## src/rtl/quad_decoder_multi_if.sv

```systemverilog
// Pin-side and control-side bundle for the multi-channel quadrature decoder.
// The slave modport is the decoder; the master modport is the board/game side.
interface quad_decoder_multi_if #(
  parameter int NUM_CH = 2,
  parameter int CNT_W  = 8
) ();
  logic [NUM_CH-1:0]       rot_a;
  logic [NUM_CH-1:0]       rot_b;
  logic [NUM_CH-1:0]       pos_clr;
  logic [NUM_CH-1:0]       step_r;
  logic [NUM_CH-1:0]       step_l;
  logic [NUM_CH-1:0]       err;
  logic [NUM_CH*CNT_W-1:0] pos;

  modport master (
    output rot_a, rot_b, pos_clr,
    input  step_r, step_l, err, pos
  );

  modport slave (
    input  rot_a, rot_b, pos_clr,
    output step_r, step_l, err, pos
  );
endinterface

```

## src/rtl/quad_decoder_multi.sv

```systemverilog
// Multi-channel rotary encoder decoder: per-pin synchroniser and debounce, Gray-code
// decode into registered step/err pulses and a wrapping signed position count.
module quad_decoder_multi #(
  parameter int NUM_CH       = 2,
  parameter int SYNC_STAGES  = 2,
  parameter int DEBOUNCE_CYC = 16,
  parameter int CNT_W        = 8,
  parameter int MODE         = 1
) (
  input  logic                clk,
  input  logic                rst_n,
  quad_decoder_multi_if.slave bus
);

  localparam int DB_W = $clog2(DEBOUNCE_CYC + 1);

  for (genvar g = 0; g < NUM_CH; g++) begin : g_ch
    // Line index 1 is A, index 0 is B, so {a,b} reads naturally as a 2-bit state.
    logic [1:0]                  w_raw;
    logic [1:0]                  w_sync_out;
    logic [1:0][SYNC_STAGES-1:0] r_sync;
    logic [1:0][DB_W-1:0]        r_cnt;
    logic [1:0]                  r_filt;
    logic [1:0]                  r_prev;
    logic                        r_step_r;
    logic                        r_step_l;
    logic                        r_err;
    logic [CNT_W-1:0]            r_pos;

    logic [1:0] w_chg;
    logic       w_valid;
    logic       w_both;
    logic       w_cw;
    logic       w_gate;
    logic       w_count;

    assign w_raw      = {bus.rot_a[g], bus.rot_b[g]};
    assign w_sync_out = {r_sync[1][SYNC_STAGES-1], r_sync[0][SYNC_STAGES-1]};

    // Walking the CW table 11->01->00->10->11: an A change is CW when A!=B afterwards,
    // a B change is CW when A==B afterwards.
    assign w_chg   = r_filt ^ r_prev;
    assign w_valid = w_chg[1] ^ w_chg[0];
    assign w_both  = w_chg[1] & w_chg[0];
    assign w_cw    = w_chg[1] ? (r_filt[1] ^ r_filt[0]) : ~(r_filt[1] ^ r_filt[0]);
    assign w_gate  = (MODE == 4) ? 1'b1 :
                     (MODE == 2) ? w_chg[1] :
                                   (w_chg[1] & r_filt[1]);
    assign w_count = w_valid & w_gate;

    always_ff @(posedge clk or negedge rst_n) begin
      if (!rst_n) begin
        r_sync   <= '1;
        r_cnt    <= '0;
        r_filt   <= 2'b11;
        r_prev   <= 2'b11;
        r_step_r <= 1'b0;
        r_step_l <= 1'b0;
        r_err    <= 1'b0;
        r_pos    <= '0;
      end else begin
        // NOTE: non-blocking assignments keep every register sampling pre-edge values,
        // so the sync chain shifts one stage per clock regardless of statement order.
        for (int l = 0; l < 2; l++) begin
          r_sync[l] <= {r_sync[l][SYNC_STAGES-2:0], w_raw[l]};
          if (w_sync_out[l] == r_filt[l]) begin
            r_cnt[l] <= '0;
          end else if (r_cnt[l] == DB_W'(DEBOUNCE_CYC - 1)) begin
            r_filt[l] <= w_sync_out[l];
            r_cnt[l]  <= '0;
          end else begin
            r_cnt[l] <= r_cnt[l] + DB_W'(1);
          end
        end

        // prev always follows filtered, so ungated and illegal transitions resync silently
        r_prev   <= r_filt;
        r_step_r <= w_count & w_cw;
        r_step_l <= w_count & ~w_cw;
        r_err    <= w_both;

        if (bus.pos_clr[g])
          r_pos <= '0;
        else if (w_count && w_cw)
          r_pos <= r_pos + CNT_W'(1);
        else if (w_count)
          r_pos <= r_pos - CNT_W'(1);
      end
    end

    assign bus.step_r[g]                = r_step_r;
    assign bus.step_l[g]                = r_step_l;
    assign bus.err[g]                   = r_err;
    assign bus.pos[g*CNT_W +: CNT_W]    = r_pos;
  end

endmodule

```

## src/flat_wrapper.sv

```systemverilog
// flat-port wrapper written by rule: the top's interface ports become plain ports
module quad_decoder_multi_flat 
#(
  parameter int NUM_CH       = 2,
  parameter int SYNC_STAGES  = 2,
  parameter int DEBOUNCE_CYC = 16,
  parameter int CNT_W        = 8,
  parameter int MODE         = 1
)
  (clk, rst_n, bus_rot_a, bus_rot_b, bus_pos_clr, bus_step_r, bus_step_l, bus_err, bus_pos);
  quad_decoder_multi_if #(.NUM_CH(NUM_CH), .CNT_W(CNT_W)) bus_i ();
  input  logic clk;
  input  logic rst_n;
  input wire logic [$bits(bus_i.rot_a)-1:0] bus_rot_a;
  input wire logic [$bits(bus_i.rot_b)-1:0] bus_rot_b;
  input wire logic [$bits(bus_i.pos_clr)-1:0] bus_pos_clr;
  output wire logic [$bits(bus_i.step_r)-1:0] bus_step_r;
  output wire logic [$bits(bus_i.step_l)-1:0] bus_step_l;
  output wire logic [$bits(bus_i.err)-1:0] bus_err;
  output wire logic [$bits(bus_i.pos)-1:0] bus_pos;
  assign bus_i.rot_a = bus_rot_a;
  assign bus_i.rot_b = bus_rot_b;
  assign bus_i.pos_clr = bus_pos_clr;
  assign bus_step_r = bus_i.step_r;
  assign bus_step_l = bus_i.step_l;
  assign bus_err = bus_i.err;
  assign bus_pos = bus_i.pos;
  quad_decoder_multi #(.NUM_CH(NUM_CH), .SYNC_STAGES(SYNC_STAGES), .DEBOUNCE_CYC(DEBOUNCE_CYC), .CNT_W(CNT_W), .MODE(MODE)) u_core (.clk(clk), .rst_n(rst_n), .bus(bus_i));
endmodule
```

## config.mk

```make
export PLATFORM = sky130hd
export DESIGN_NAME = quad_decoder_multi_flat
export DESIGN_NICKNAME = d
export VERILOG_FILES = /design/src/rtl/quad_decoder_multi_if.sv /design/src/rtl/quad_decoder_multi.sv /design/src/flat_wrapper.sv
export SDC_FILE = /design/constraint.sdc
export NUM_CORES = 1
export LEC_CHECK = 0
export BUFFER_PORTS_ARGS = -buffer_cell sky130_fd_sc_hd__buf_2
export CAP_MARGIN = 0
export CORE_MARGIN = 2
export CORE_UTILIZATION = 45
export DETAILED_ROUTE_END_ITERATION = 10
export GPL_ROUTABILITY_DRIVEN = 1
export SLEW_MARGIN = 20
export SYNTH_ARGS = -nofsm -noshare
export SYNTH_HDL_FRONTEND = slang
export SYNTH_SLANG_ARGS = --single-unit
```

## constraint.sdc

```tcl
create_clock -name clk -period 4 [get_ports clk]
set_input_delay 0.4 -clock clk [delete_from_list [all_inputs] [get_ports clk]]
set_output_delay 0.4 -clock clk [all_outputs]
set_load 0.05 [all_outputs]
```

==> impl_metrics.csv <==
group,metric,value,unit
die,die_h,83.4,um
critical_path,critPathRequiredTime,4.21,ns
die,die_area,6960,sq um
placed_design,dp_cells,353,
pwr,p_switching,255,uW
drt,dr.pass1.iters,4,
critical_path,cp_max_fo,7,
yosys,synthesis.nets,289,
drt,wl,4730,um
sta,tns,0,ns
placed_design,io_buffer_count,29,
sta,hold_viol_final,0,
yosys,synth.top_cell.area_share,0.370,
sta,rsz0062_at_grt,"no",
drt,drtIter0Drc,64,
clock_network,cts_max_level,3,
clock_network,root_buffer,"clkbuf_8",
yosys,synthFlopType,"dfrtp_1",
sta,min_period,3.26,ns
critical_path,worst-path-buf-inv,2,
yosys,synth_common_cells,"42 x dfrtp_1, 23 x nor2_1, 20 x ha_1, 18 x xor2_1, 16 x dfstp_2",
critical_path,start_kind,"flop",
cells_and_area,area_delta_synth_final,13.0,%
die,ios,30,
drt,drc,0,
sta,fin_crit_sh,0.816,
clock_network,cts_resized,0,
clock_network,clock_path_buffers,2,
clock_network,post_cts.repair.setup_buffers,0,
flow_run,cap_violations,0,
global_route,grt_pass1_wl,8390,um
placed_design,gp_congestion,0.840,
critical_path,path_delay_family,"adder cells",
pwr,p_clk_frac,0.438,
sta,fmax,0.306,GHz
global_route,grt_overflow,0,
critical_path,rrSetupSlack,0.74,ns
critical_path,slowest_delay,0.51,ns
cells_and_area,antennaDiodeCount,0,
sta,fin_skew,0.00969,ns
min_path,hp-class,"primary input to flop",
critical_path,cpMostUsedCell,"ha_1",
drt,vias,1892,
critical_path,cp_slowest_cell,"dfstp_2",
cells_and_area,finalNonFillerCells,369,
die,start_util,0.474,
critical_path,path_cells,"inv_1, ha_1, inv_1, ha_1, and2_1, nand2_1, ha_1, a21oi_1, o21ai_0, a21oi_1, mux2_2, mux2_4",
drt,routed_via_density,5.13,
pwr,p_leak,1.62,nW
yosys,synthCells,259,
clock_network,clk_latency,0.33,ns
cells_and_area,fillers,531,
placed_design,hpwlAfterDp,3220,um
yosys,syn_area_per_cell,11.0,sq um
critical_path,path_class,"flop to flop",
die,die_x,83.4,um
yosys,synthArstFlopShare,1.00,
pwr,pwr-share-comb,0.033,
sta,worst_slew_pin_slew,0.702,ns
cells_and_area,final_util,0.535,
global_route,antenna_found_initial,0,
drt,wl_per_cell,12.8,um
clock_network,clock_sinks,58,
sta,setup_viol,0,
pwr,powerDensity,361,nW/um^2
cells_and_area,drive_above_1_share,0.238,
die,core-area,5990,sq um
critical_path,cp.arrival,3.47,ns
clock_network,clk_pin_slew_worst_paths,0.07,ns
pwr,p_seq_frac,0.530,
yosys,yosysMostFrequentCell,"dfrtp_1",
global_route,grt_max_degree,59,
pwr,swShare,0.220,
global_route,grt_pass1_vias,1896,
sta,relSlewSlack,0.532,
critical_path,crit_path_end_kind,"flop",
cells_and_area,finalNetCount,319,
sta,drv_slew,0,
yosys,synth_edf_count,0,
yosys,ys_top_cells_by_area,"dfrtp_1 37%, dfstp_2 15%, ha_1 8.8%",
yosys,synth_cell_types,36,
yosys,yosys.area.top_type,"dfrtp_1",
pwr,ir_drop,0.232,mV
yosys,seq_area_frac_synth,0.519,
drt,ant_nets,0,
clock_network,cts_tree,"built",
pwr,internal-power,903,uW
clock_network,holdBufCountCts,0,
clock_network,numCtsBuffers,9,
outcome,outcome,"complete, no violations",
yosys,netlist_area,2840,sq um
yosys,synth-seq-cells,58,
global_route,track_usage,0.151,
yosys,yosysWarnings,0,
die,fp-row-count,28,
==> area by class of cell <==
cell class / count / area, sq um / area share
clock buffer: 11 / 131 / 0.0410
clock inverter: 5 / 55.1 / 0.0172
inverter: 15 / 56.3 / 0.0176
multi-input combinational: 175 / 1250 / 0.389
sequential: 58 / 1470 / 0.459
tap: 75 / 93.8 / 0.0293
timing repair buffer: 30 / 153 / 0.0476
==> worst paths after layout <==
kind | from | end | cells past startpoint
max | u_core.g_ch[1].r_prev[1] | u_core.g_ch[1].r_pos[7] | 12
min | bus_rot_b[1] | u_core.g_ch[1].r_sync[0] | 1
max reg2reg | u_core.g_ch[1].r_prev[1] | u_core.g_ch[1].r_pos[7] | 12
min reg2reg | u_core.g_ch[0].r_sync[2] | u_core.g_ch[0].r_sync[3] | 0
max in group asynchronous | rst_n | u_core.g_ch[0].r_pos[7] | 2
min in group asynchronous | rst_n | u_core.g_ch[1].r_cnt[8] | 2
==> through the flow <==
stage	setup slack [ns]	hold WS, ns	power, mW	cell area (sq um)
2_1_floorplan	0.863	0.104	0.641	2840
3_3_place_gp	0.769	0.346	0.663	3020
3_5_place_dp	0.769	0.348	0.663	3020
4_1_cts	0.720	0.142	1.19	3210
5_1_grt	0.507	0.133	1.22	3210
6_report	0.737	0.170	1.16	3210
==> registers in the layout (all words and copies together) (netlist names) <==
name	cells
u_core.g_ch.r_filt	4
u_core.g_ch.r_err	2
u_core.g_ch.r_prev	4
u_core.g_ch.r_step_r	2
u_core.g_ch.r_pos	16
u_core.g_ch.r_step_l	2
u_core.g_ch.r_cnt	20
u_core.g_ch.r_sync	8
==> cells by family (layout without fill, tap and decap cells) <==
family,Yosys count,count (layout),share of synthesized area
muxes,8,8,0.0344
buffers and inverters,26,61,0.0423
xor gates and xnor gates,24,24,0.0741
adders and majority gates,22,22,0.102
DFF,58,58,0.519
AOI/OAI and AO/OA,36,36,0.0798
and+or+nand+nor,85,85,0.149
==> placed cells by master (no fill, tap or decap), types with 2 or more instances in the layout <==
| cell type | Yosys | layout |
|---|---|---|
| nor3_1 | 5 | 5 |
| clkinvlp_4 | 0 | 2 |
| o31ai_1 | 3 | 3 |
| o21a_1 | 3 | 3 |
| clkbuf_1 | 5 | 2 |
| mux2_2 | 6 | 6 |
| and2_1 | 11 | 11 |
| buf_2 | 0 | 29 |
| o21ai_0 | 6 | 6 |
| dfrtp_1 | 42 | 42 |
| clkinv_2 | 0 | 2 |
| a21oi_1 | 12 | 12 |
| nor2_1 | 23 | 23 |
| nand2_1 | 14 | 14 |
| inv_1 | 14 | 14 |
| ha_1 | 20 | 20 |
| nand3_1 | 14 | 14 |
| xor2_1 | 18 | 18 |
| fa_1 | 2 | 2 |
| a211oi_1 | 2 | 2 |
| a31oi_1 | 3 | 3 |
| nand4_1 | 3 | 3 |
| clkbuf_8 | 0 | 9 |
| xnor2_1 | 6 | 6 |
| dfstp_2 | 16 | 16 |
| nor2b_1 | 6 | 6 |
| and3_1 | 4 | 4 |
| o211ai_1 | 3 | 3 |
| mux2_4 | 2 | 2 |
==> power by group through the flow <==
stage	registers, mW	clock network, mW	logic [mW]
CTS	0.614	0.533	0.0395
finish	0.614	0.507	0.0378
global route	0.615	0.556	0.0459
floorplan	0.622	0	0.0193
global placement	0.624	0	0.0390
detailed placement	0.624	0	0.0389
==> per-layer routing <==
metal	track usage	share of wire	vias up
li1	-	-	938
met1	0.179	0.45	922
met2	0.250	0.50	30
met3	0.0626	0.040	2
met4	0.0499	0.0055	0
met5	0	0	-
Power figures use the tool's default switching activity.
